===== src/rtl/sram_burst_ctrl_pkg.sv =====
// Shared types and constants for the SRAM burst request front end.
// Imported by the interface, the response FIFO and the controller top.
package sram_ctrl_pkg;

    localparam int unsigned WORD_BYTES = 16;
    localparam int unsigned DATA_W     = 128;
    localparam int unsigned STRB_W     = 16;
    localparam int unsigned MAX_BURST  = 16;
    localparam int unsigned RSP_DEPTH  = 2;
    localparam int unsigned OFF_W      = $clog2(WORD_BYTES);

    localparam logic [STRB_W-1:0] WEN_NONE = '1;

    typedef enum logic [2:0] {
        IDLE,
        WRITE,
        WRESP,
        READ,
        RDRAIN
    } state_e;

    // One buffered read beat: data plus the burst-final tag.
    typedef struct packed {
        logic              last;
        logic [DATA_W-1:0] data;
    } rsp_t;

endpackage


===== src/rtl/sram_burst_ctrl_if.sv =====
// Command, write-data, completion, read-data and SRAM pin bundle of the
// burst controller; slave is the controller view, master the client/macro view.
interface sram_burst_ctrl_if #(
    parameter int unsigned ADDR_WIDTH = 21,
    parameter int unsigned MAX_LEN_W  = 4
);
    import sram_ctrl_pkg::*;

    logic                    cmd_valid;
    logic                    cmd_ready;
    logic                    cmd_write;
    logic [ADDR_WIDTH+3:0]   cmd_addr;
    logic [MAX_LEN_W-1:0]    cmd_len;

    logic                    wd_valid;
    logic                    wd_ready;
    logic [DATA_W-1:0]       wd_data;
    logic [STRB_W-1:0]       wd_strb;
    logic                    wd_last;

    logic                    wr_done_valid;
    logic                    wr_done_ready;
    logic                    wr_done_err;

    logic                    rd_valid;
    logic                    rd_ready;
    logic [DATA_W-1:0]       rd_data;
    logic                    rd_last;

    logic [ADDR_WIDTH-1:0]   sram_a;
    logic                    sram_cen;
    logic [STRB_W-1:0]       sram_wen;
    logic [DATA_W-1:0]       sram_d;
    logic [DATA_W-1:0]       sram_q;

    modport slave (
        input  cmd_valid, cmd_write, cmd_addr, cmd_len,
        output cmd_ready,
        input  wd_valid, wd_data, wd_strb, wd_last,
        output wd_ready,
        output wr_done_valid, wr_done_err,
        input  wr_done_ready,
        output rd_valid, rd_data, rd_last,
        input  rd_ready,
        output sram_a, sram_cen, sram_wen, sram_d,
        input  sram_q
    );

    modport master (
        output cmd_valid, cmd_write, cmd_addr, cmd_len,
        input  cmd_ready,
        output wd_valid, wd_data, wd_strb, wd_last,
        input  wd_ready,
        input  wr_done_valid, wr_done_err,
        output wr_done_ready,
        input  rd_valid, rd_data, rd_last,
        output rd_ready,
        input  sram_a, sram_cen, sram_wen, sram_d,
        output sram_q
    );

endinterface


===== src/rtl/sram_burst_ctrl_rsp_fifo.sv =====
// Two-entry synchronous FIFO that absorbs the SRAM read latency so read
// beats survive back-pressure; emptied by the synchronous reset.
module sram_rsp_fifo
    import sram_ctrl_pkg::*;
(
    input  logic       CLK,
    input  logic       RST,
    input  logic       push_i,
    input  rsp_t       push_data_i,
    input  logic       pop_i,
    output rsp_t       head_o,
    output logic [1:0] count_o,
    output logic       empty_o,
    output logic       full_o
);

    rsp_t       mem_q [RSP_DEPTH];
    logic       wr_ptr_q, wr_ptr_d;
    logic       rd_ptr_q, rd_ptr_d;
    logic [1:0] count_q, count_d;
    logic       push_ok;
    logic       pop_ok;

    assign empty_o = (count_q == 2'd0);
    assign full_o  = (count_q == 2'd2);
    assign count_o = count_q;
    assign head_o  = mem_q[rd_ptr_q];

    assign pop_ok  = pop_i && !empty_o;
    assign push_ok = push_i && (!full_o || pop_ok);

    always_comb begin
        wr_ptr_d = wr_ptr_q;
        rd_ptr_d = rd_ptr_q;
        count_d  = count_q;
        if (push_ok) begin
            wr_ptr_d = ~wr_ptr_q;
        end
        if (pop_ok) begin
            rd_ptr_d = ~rd_ptr_q;
        end
        unique case ({push_ok, pop_ok})
            2'b10:   count_d = count_q + 2'd1;
            2'b01:   count_d = count_q - 2'd1;
            default: count_d = count_q;
        endcase
    end

    always_ff @(posedge CLK) begin
        if (RST) begin
            wr_ptr_q <= 1'b0;
            rd_ptr_q <= 1'b0;
            count_q  <= 2'd0;
        end else begin
            wr_ptr_q <= wr_ptr_d;
            rd_ptr_q <= rd_ptr_d;
            count_q  <= count_d;
        end
    end

    // Storage needs no reset: entries are only visible once counted in.
    always_ff @(posedge CLK) begin
        if (push_ok) begin
            mem_q[wr_ptr_q] <= push_data_i;
        end
    end

    a_no_overflow: assert property (@(posedge CLK) disable iff (RST)
        !(push_i && full_o && !pop_i));

endmodule


===== src/rtl/sram_burst_ctrl.sv =====
// Burst command front end for the 128-bit single-port SRAM: drives the macro
// pins for write/read bursts, buffers read data and returns write completions.
module sram_burst_ctrl
    import sram_ctrl_pkg::*;
#(
    parameter int unsigned ADDR_WIDTH = 21,
    parameter int unsigned MAX_LEN_W  = 4
) (
    input  logic CLK,
    input  logic RST,
    sram_burst_ctrl_if.slave bus
);

    state_e                state_q, state_d;
    logic [ADDR_WIDTH-1:0] addr_q, addr_d;
    logic [MAX_LEN_W-1:0]  cnt_q, cnt_d;
    logic                  err_q, err_d;
    logic                  inflight_q;
    logic                  inflight_last_q, inflight_last_d;

    logic                  last_beat;
    logic                  rd_valid_w;
    logic                  rd_pop;
    logic                  rd_issue;
    logic [2:0]            rd_occ;
    logic                  rd_room;

    rsp_t                  fifo_head;
    rsp_t                  fifo_push_data;
    logic [1:0]            fifo_count;
    logic                  fifo_empty;
    logic                  fifo_full;
    logic                  unused_byte_offset;

    assign unused_byte_offset = ^{bus.cmd_addr[OFF_W-1:0], fifo_full};

    assign last_beat = (cnt_q == '0);

    assign rd_valid_w = !fifo_empty && !RST;
    assign rd_pop     = rd_valid_w && bus.rd_ready;

    // Room is judged after this cycle's pop, so a draining FIFO keeps 1 beat/cycle.
    assign rd_occ  = {1'b0, fifo_count} + {2'b00, inflight_q};
    assign rd_room = (rd_occ < (3'd2 + {2'b00, rd_pop}));

    assign fifo_push_data = '{last: inflight_last_q, data: bus.sram_q};

    sram_rsp_fifo u_rsp_fifo (
        .CLK         (CLK),
        .RST         (RST),
        .push_i      (inflight_q),
        .push_data_i (fifo_push_data),
        .pop_i       (rd_pop),
        .head_o      (fifo_head),
        .count_o     (fifo_count),
        .empty_o     (fifo_empty),
        .full_o      (fifo_full)
    );

    assign bus.rd_valid = rd_valid_w;
    assign bus.rd_data  = fifo_head.data;
    assign bus.rd_last  = fifo_head.last;

    always_comb begin
        state_d           = state_q;
        addr_d            = addr_q;
        cnt_d             = cnt_q;
        err_d             = err_q;
        inflight_last_d   = inflight_last_q;
        rd_issue          = 1'b0;

        bus.cmd_ready     = 1'b0;
        bus.wd_ready      = 1'b0;
        bus.wr_done_valid = 1'b0;
        bus.wr_done_err   = 1'b0;
        bus.sram_cen      = 1'b1;
        bus.sram_wen      = WEN_NONE;
        bus.sram_a        = RST ? '0 : addr_q;
        bus.sram_d        = '0;

        if (!RST) begin
            unique case (state_q)
                IDLE: begin
                    bus.cmd_ready = 1'b1;
                    if (bus.cmd_valid) begin
                        addr_d  = bus.cmd_addr[ADDR_WIDTH+OFF_W-1:OFF_W];
                        cnt_d   = bus.cmd_len;
                        err_d   = 1'b0;
                        state_d = bus.cmd_write ? WRITE : READ;
                    end
                end

                WRITE: begin
                    bus.wd_ready = 1'b1;
                    if (bus.wd_valid) begin
                        bus.sram_cen = 1'b0;
                        bus.sram_wen = ~bus.wd_strb;
                        bus.sram_d   = bus.wd_data;
                        err_d        = err_q | (bus.wd_last != last_beat);
                        addr_d       = addr_q + 1'b1;
                        cnt_d        = cnt_q - 1'b1;
                        if (last_beat) begin
                            state_d = WRESP;
                        end
                    end
                end

                WRESP: begin
                    bus.wr_done_valid = 1'b1;
                    bus.wr_done_err   = err_q;
                    if (bus.wr_done_ready) begin
                        state_d = IDLE;
                    end
                end

                READ: begin
                    if (rd_room) begin
                        rd_issue        = 1'b1;
                        bus.sram_cen    = 1'b0;
                        inflight_last_d = last_beat;
                        addr_d          = addr_q + 1'b1;
                        cnt_d           = cnt_q - 1'b1;
                        if (last_beat) begin
                            state_d = RDRAIN;
                        end
                    end
                end

                RDRAIN: begin
                    if (!inflight_q && (fifo_count == {1'b0, rd_pop})) begin
                        state_d = IDLE;
                    end
                end

                default: state_d = IDLE;
            endcase
        end
    end

    always_ff @(posedge CLK) begin
        if (RST) begin
            state_q         <= IDLE;
            addr_q          <= '0;
            cnt_q           <= '0;
            err_q           <= 1'b0;
            inflight_q      <= 1'b0;
            inflight_last_q <= 1'b0;
        end else begin
            state_q         <= state_d;
            addr_q          <= addr_d;
            cnt_q           <= cnt_d;
            err_q           <= err_d;
            inflight_q      <= rd_issue;
            inflight_last_q <= inflight_last_d;
        end
    end

endmodule


===== src/flat_wrapper.sv =====
// flat-port wrapper written by rule: the top's interface ports become plain ports
module sram_burst_ctrl_flat import sram_ctrl_pkg::*;
#(
    parameter int unsigned ADDR_WIDTH = 21,
    parameter int unsigned MAX_LEN_W  = 4
)
  (CLK, RST, bus_cmd_valid, bus_cmd_write, bus_cmd_addr, bus_cmd_len, bus_cmd_ready, bus_wd_valid, bus_wd_data, bus_wd_strb, bus_wd_last, bus_wd_ready, bus_wr_done_valid, bus_wr_done_err, bus_wr_done_ready, bus_rd_valid, bus_rd_data, bus_rd_last, bus_rd_ready, bus_sram_a, bus_sram_cen, bus_sram_wen, bus_sram_d, bus_sram_q);
  sram_burst_ctrl_if #(.ADDR_WIDTH(ADDR_WIDTH), .MAX_LEN_W(MAX_LEN_W)) bus_i ();
  input  logic CLK;
  input  logic RST;
  input wire logic [$bits(bus_i.cmd_valid)-1:0] bus_cmd_valid;
  input wire logic [$bits(bus_i.cmd_write)-1:0] bus_cmd_write;
  input wire logic [$bits(bus_i.cmd_addr)-1:0] bus_cmd_addr;
  input wire logic [$bits(bus_i.cmd_len)-1:0] bus_cmd_len;
  output wire logic [$bits(bus_i.cmd_ready)-1:0] bus_cmd_ready;
  input wire logic [$bits(bus_i.wd_valid)-1:0] bus_wd_valid;
  input wire logic [$bits(bus_i.wd_data)-1:0] bus_wd_data;
  input wire logic [$bits(bus_i.wd_strb)-1:0] bus_wd_strb;
  input wire logic [$bits(bus_i.wd_last)-1:0] bus_wd_last;
  output wire logic [$bits(bus_i.wd_ready)-1:0] bus_wd_ready;
  output wire logic [$bits(bus_i.wr_done_valid)-1:0] bus_wr_done_valid;
  output wire logic [$bits(bus_i.wr_done_err)-1:0] bus_wr_done_err;
  input wire logic [$bits(bus_i.wr_done_ready)-1:0] bus_wr_done_ready;
  output wire logic [$bits(bus_i.rd_valid)-1:0] bus_rd_valid;
  output wire logic [$bits(bus_i.rd_data)-1:0] bus_rd_data;
  output wire logic [$bits(bus_i.rd_last)-1:0] bus_rd_last;
  input wire logic [$bits(bus_i.rd_ready)-1:0] bus_rd_ready;
  output wire logic [$bits(bus_i.sram_a)-1:0] bus_sram_a;
  output wire logic [$bits(bus_i.sram_cen)-1:0] bus_sram_cen;
  output wire logic [$bits(bus_i.sram_wen)-1:0] bus_sram_wen;
  output wire logic [$bits(bus_i.sram_d)-1:0] bus_sram_d;
  input wire logic [$bits(bus_i.sram_q)-1:0] bus_sram_q;
  assign bus_i.cmd_valid = bus_cmd_valid;
  assign bus_i.cmd_write = bus_cmd_write;
  assign bus_i.cmd_addr = bus_cmd_addr;
  assign bus_i.cmd_len = bus_cmd_len;
  assign bus_cmd_ready = bus_i.cmd_ready;
  assign bus_i.wd_valid = bus_wd_valid;
  assign bus_i.wd_data = bus_wd_data;
  assign bus_i.wd_strb = bus_wd_strb;
  assign bus_i.wd_last = bus_wd_last;
  assign bus_wd_ready = bus_i.wd_ready;
  assign bus_wr_done_valid = bus_i.wr_done_valid;
  assign bus_wr_done_err = bus_i.wr_done_err;
  assign bus_i.wr_done_ready = bus_wr_done_ready;
  assign bus_rd_valid = bus_i.rd_valid;
  assign bus_rd_data = bus_i.rd_data;
  assign bus_rd_last = bus_i.rd_last;
  assign bus_i.rd_ready = bus_rd_ready;
  assign bus_sram_a = bus_i.sram_a;
  assign bus_sram_cen = bus_i.sram_cen;
  assign bus_sram_wen = bus_i.sram_wen;
  assign bus_sram_d = bus_i.sram_d;
  assign bus_i.sram_q = bus_sram_q;
  sram_burst_ctrl #(.ADDR_WIDTH(ADDR_WIDTH), .MAX_LEN_W(MAX_LEN_W)) u_core (.CLK(CLK), .RST(RST), .bus(bus_i));
endmodule

===== config.mk =====
export PLATFORM = sky130hd
export DESIGN_NAME = sram_burst_ctrl_flat
export DESIGN_NICKNAME = d
export VERILOG_FILES = /design/src/rtl/sram_burst_ctrl_pkg.sv /design/src/rtl/sram_burst_ctrl_if.sv /design/src/rtl/sram_burst_ctrl_rsp_fifo.sv /design/src/rtl/sram_burst_ctrl.sv /design/src/flat_wrapper.sv
export SDC_FILE = /design/constraint.sdc
export NUM_CORES = 1
export LEC_CHECK = 0
export BUFFER_PORTS_ARGS = -buffer_cell sky130_fd_sc_hd__buf_4
export CAP_MARGIN = 15
export CORE_AREA = 3 3 232 234
export DETAILED_ROUTE_END_ITERATION = 7
export DIE_AREA = 0 0 235 237
export GPL_TIMING_DRIVEN = 1
export PLACE_DENSITY = 0.54
export SLEW_MARGIN = 20
export SYNTH_ARGS = -nofsm -noshare
export SYNTH_HDL_FRONTEND = slang
export SYNTH_SLANG_ARGS = --single-unit

===== constraint.sdc =====
create_clock -name CLK -period 14.6 [get_ports CLK]
set_input_delay 1.46 -clock CLK [delete_from_list [all_inputs] [get_ports CLK]]
set_output_delay 1.46 -clock CLK [all_outputs]
set_load 0.005 [all_outputs]

; ---- Yosys cells after proc, flatten, opt, wreduce, memory -nomap -nowiden
; Memories as Yosys holds them, arrays and structs flattened. A register that Yosys moved wholly into a read port is not among the register bits.
; Index checks and enable logic that the tools add are counted.
[word_totals]
reg_bits = 35
ram_bits = 258
in_bits = 309
output_inout_bits = 300
word_cells = 104
n_memories = 1
[mem_list]
columns = name, depth, width, read_ports, rd_ports_with_merged_regs, write_ports, line
row1 = u_core.u_rsp_fifo.mem_q, 2, 129, 1, 1, 1, sram_burst_ctrl_rsp_fifo.sv:17  ; rsp_t mem_q [RSP_DEPTH];
[op_classes]
n_addsub = 6
order_cmp = 1
n_eq_ne = 16
n_mux = 45
bitwise = 5
n_reduce_logical = 21
[op_table]
columns = cell, count
row1 = $mux 128, 3
row2 = $mux 21, 4
row3 = $pmux 21 s3, 1
row4 = $mux 16, 3
row5 = $add 21x1->21 const B, 1
row6 = $mux 3, 7
row7 = $mux 1, 18
row8 = $not 16->16, 1
row9 = $pmux 3 s5, 1
row10 = $mux 4, 3
row11 = $pmux 4 s3, 1
row12 = $ne 2x1->1 const B, 4
row13 = $reduce_and 7->1, 1
row14 = $eq 3x2->1 const B, 2
row15 = $ne 2x2->1 const B, 3
row16 = $logic_and 1x1->1, 5
row17 = $eq 2x2->1 const B, 2
row18 = $logic_not 1->1, 4
row19 = $logic_not 4->1, 1
row20 = $pmux 1 s2, 2
row21 = $pmux 2 s2, 1
row22 = $reduce_and 4->1, 1
row23 = $reduce_bool 2->1, 2
row24 = $sub 4x1->4 const B, 1
row25 = 20 further kinds, 22

; ---- Depth between registers and ports, before layout
[depth]
depth_word = 9
mapped_depth = 9
ltp_nobuf = 6

; ---- By module
; From an unflattened synthesis, not the netlist that was laid out.
[unflattened]
cells_unflattened = 893
area_unflattened_um2 = 12703.4
[by_module_without_submodules]
columns = mod, n_inst, cells_each, area_per_inst_um2, seq_area_each_um2
row1 = sram_rsp_fifo, 1, 431, 9594.2, 7847.5
row2 = sram_burst_ctrl, 1, 462, 3109.2, 620.6

; ---- Least setup slack after synthesis
; No wires, ideal clock.
[synth_timing]
path_type = input to register
startpoint = input port RST
endpoint = memory u_core.u_rsp_fifo.mem_q[0][0] (netlist bit), enable pin
setup_ns = 0.619
arrival_time_ns = 7.150
required_ns = 13.981
path_slack_ns = 6.831
path_stages = 4
n_path_buf = 1
cell_sequence = buf_6 > nor2b_1 > o21ai_0 > nor2_1
[synth_between]
elab_chain_cells = 8
[synth_lines]
columns = item, line
row1 = "start, declared", flat_wrapper.sv:10  ; input logic RST;
row2 = $logic_not 1->1, sram_burst_ctrl.sv:39  ; assign rd_valid_w = !fifo_empty && !RST;
row3 = $logic_and 1x1->1, sram_burst_ctrl.sv:39
row4 = $logic_and 1x1->1, sram_burst_ctrl.sv:40  ; assign rd_pop = rd_valid_w && bus.rd_ready;
row5 = $logic_and 1x1->1, sram_burst_ctrl_rsp_fifo.sv:29  ; assign pop_ok = pop_i && !empty_o;
row6 = $logic_or 1x1->1, sram_burst_ctrl_rsp_fifo.sv:30  ; assign push_ok = push_i && (!full_o || pop_ok);
row7 = $logic_and 1x1->1, sram_burst_ctrl_rsp_fifo.sv:30
row8 = $mux 1, sram_burst_ctrl_rsp_fifo.sv:63  ; if (push_ok) begin
row9 = $mux 1 (not written as such), sram_burst_ctrl_rsp_fifo.sv:64  ; mem_q[wr_ptr_q] <= push_data_i;
row10 = "end, declared", sram_burst_ctrl_rsp_fifo.sv:17
; Every way passes these cells.

; ---- Final worst setup path
[layout_timing]
startpoint = input port RST
endpoint = output port bus_sram_wen[1]
[layout_between]
elab_chain_cells = 1
[layout_lines]
columns = item, line
row1 = $mux 16, sram_burst_ctrl.sv:81  ; if (!RST) begin
row2 = "end, declared", flat_wrapper.sv:30  ; output wire logic [$bits(bus_i.sram_wen)-1:0] bus_sram_wen;
; Every way passes these cells.

==> metrics.yaml <==
yosys:
  synth_area_um2: 12700
  syn_avg_cell_area_um2: 14.2
  synth_edf_count: 258
  ys_seq_area_share_pct: 66.6
  synthFlopType: "edfxtp_1"
  syn_inst: 897
  synth_nets: 1210
  netlist.area_leader.share_pct: 60.9
  yosys.area.top_type: "edfxtp_1"
  ys_seq_elements: 294
  async_flop_share_pct: 0
  synthTopCellsByArea: "edfxtp_1 (61%), mux2_2 (12%), and3_1 (6.3%)"
  yosysWarnings: 0
  ys_types: 61
power_and_ir_drop:
  peakVddDrop_mv: 0.0784
  pwr-share-seq_pct: 44.1
  p_int_mw: 1.69
  power_mw: 2.34
  p_sw_share_pct: 27.8
  pwr-share-clk_pct: 35.3
  p_leak_nw: 7.92
  switching_power_uw: 650
  p_per_area_nw_per_um2: 123
  p_comb_share_pct: 20.5
drt:
  drt_wl_total_mm: 49.7
  final_antenna_net_count: 0
  vias: 10000
  drc_errors: 0
  wl_per_cell_um: 22.7
  via_per_inst: 4.58
  drt_iter0_markers: 765
  first_pass_iters: 5
clocking:
  numCtsBuffers: 35
  clk_pin_slew_ns: 0.05
  cts-resized-gates: 0
  holdBufCountCts: 0
  insertion_delay_ns: 0.52
  cts_htree_levels: 2
  clockBufferDepth: 3
  tritoncts: "done"
  cts_setup_buffers: 0
  cts.sinks: 294
  cts_root_buffer: "clkbuf_16"
sta:
  max_freq_mhz: 193
  timing.slew.headroom_pct: 26.4
  rsz0062_at_grt: "false"
  tightest_slew_ns: 1.10
  period_share_pct: 35.4
  layout_min_cycle_time_ns: 5.18
  hold_ws_ns: 0.479
  final-max-slew-violation-count: 0
  skew_ns: 0.0134
  setup_viol: 0
  final_hold_viol_count: 0
  fin_setup_tns_ns: 0
worst_setup_path:
  cp.required_ns: 13.14
  crit_path_end_kind: "primary output"
  rrSetupSlack_ns: 11.69
  start_kind: "input pin"
  cp.arrival_ns: 3.72
  crit_type: "in -> out"
  critPathMaxFanout: 130
cells_and_area:
  nNetsFinal: 1789
  multi_input_area_um2: 3950
  final_common_cell: "buf_4"
  most-common-layout-cells: "buf_4 (613), edfxtp_1 (258), mux2_2 (130)"
  seq_area_um2: 8470
  layout-drive-gt1-share_pct: 53.9
  synthToLayoutAreaGrowth_pct: 49.5
  final_area_um2: 19000
  fillers: 5139
  instances_no_fill: 2193
run:
  maxCapViolations: 0
grt:
  antenna_found_initial: 7
  grt_max_degree: 131
  grt_pass1_vias: 10200
  grt-ovfl-total: 0
  grt_pass1_wl_mm: 70.6
  gr-usage-all-layers_pct: 16.9
die:
  core_area_um2: 52200
  die_h_um: 237
  core.rowCount: 84
  die_area_um2: 55700
  die-width_um: 235
  ios: 609
  start_util_pct: 24.4
place:
  hpwlAfterDp_mm: 37.2
  dp_cells: 2127
  port_buffers: 604
  place.gp.congestion: 0.897
  post_dp_cell_area_um2: 17900
status:
  status: "finished, final reports clean"
hold_path:
  hp-class: "reg -> reg"
[synth_stat cells, types with 3 or more instances]
cell type  number
o22ai_1         6
nand4_1         6
o211ai_1        8
xor2_1          3
edfxtp_1      258
nor4_1          4
nor2_1         19
a311oi_1        3
and2_1          5
o31ai_1         7
dfxtp_1        36
and4_1          4
nand2_1        51
o21ai_0        16
a211oi_1       11
ha_1            4
mux2_2        130
clkbuf_1       54
a32o_1          3
nor3_1          5
nand2b_1        3
buf_2          10
nand3_1        16
nor2b_1        21
and3_1        129
nor3b_1         3
mux2i_1         4
inv_1           8
a21oi_1        16
a31oi_1        13
[layer usage]
metal	vias to the layer above	wire, µm	part of all wire, %	track usage [%]
met2	500	22300	45	25.4
met1	4881	21500	43	22.9
met3	45	5010	10	6.53
met4	2	866	1.7	4.21
li1	4606	-	-	-
met5	-	13	0.026	0
[state kept, by name, summed over array words and instances (netlist names), named ones only]
| register | flops |
|---|---|
| u_core.addr_q | 21 |
| u_core.inflight_last_q | 1 |
| u_core.u_rsp_fifo.rd_ptr_q | 1 |
| u_core.inflight_q | 1 |
| u_core.u_rsp_fifo.mem_q | 258 |
| u_core.err_q | 1 |
| u_core.u_rsp_fifo.wr_ptr_q | 1 |
| u_core.u_rsp_fifo.count_o | 2 |
| u_core.state_q | 3 |
| u_core.cnt_q | 4 |
[metrics by stage]
step | utilization [%] | worst slack, ns
after floorplan | - | 6.83
after global placement | 34.3 | 9.48
after global routing | 36.4 | 9.24
final | 36.4 | 9.42
after detailed placement | 34.3 | 9.42
after CTS | 36.4 | 9.42
[path summary, 6_finish.rpt]
check | depth (start not counted) | startpoint | end
min reg2reg | 0 | u_core.inflight_last_q | u_core.u_rsp_fifo.mem_q[0][128]
max | 6 | RST | bus_sram_wen[1]
max reg2reg | 6 | u_core.u_rsp_fifo.count_o[0] | u_core.state_q[0]
min | 0 | u_core.inflight_last_q | u_core.u_rsp_fifo.mem_q[0][128]
[power groups by stage]
stage / Combinational, mW / Sequential [mW] / Clock, mW
6_report: 0.481 / 1.03 / 0.827
5_1_grt: 0.523 / 1.04 / 0.897
4_1_cts: 0.485 / 1.03 / 0.863
3_5_place_dp: 0.483 / 1.05 / 0
3_3_place_gp: 0.476 / 1.05 / 0
2_1_floorplan: 0.261 / 1.02 / 0
[worst max-delay path, stage by stage]
cell and delay [ns]:
buf_4 0.29, nor3_4 0.22, buf_4 0.79, and2_1 0.60, nand2_1 0.13, buf_4 0.16
[cell type report]
type,instances,share of cell area [%]
sequential,294,44.6
multi-input combinational,524,20.8
timing repair buffer,613,24.2
tap,688,4.53
clock inverter,22,0.915
antenna,3,0.0395
inverter,8,0.158
clock buffer,41,4.84
[kinds of logic after synthesis]
group / Yosys count / share of synthesized area [%]
AO/OA/AOI/OAI: 100 / 5.42
multiplexers: 135 / 11.9
buffers and inverters: 79 / 2.62
XOR/XNOR: 4 / 0.275
AND/OR/NAND/NOR: 281 / 12.8
flip-flops: 294 / 66.6
adder cells (fa/ha/maj): 4 / 0.393
Power figures use the tool's default switching activity.
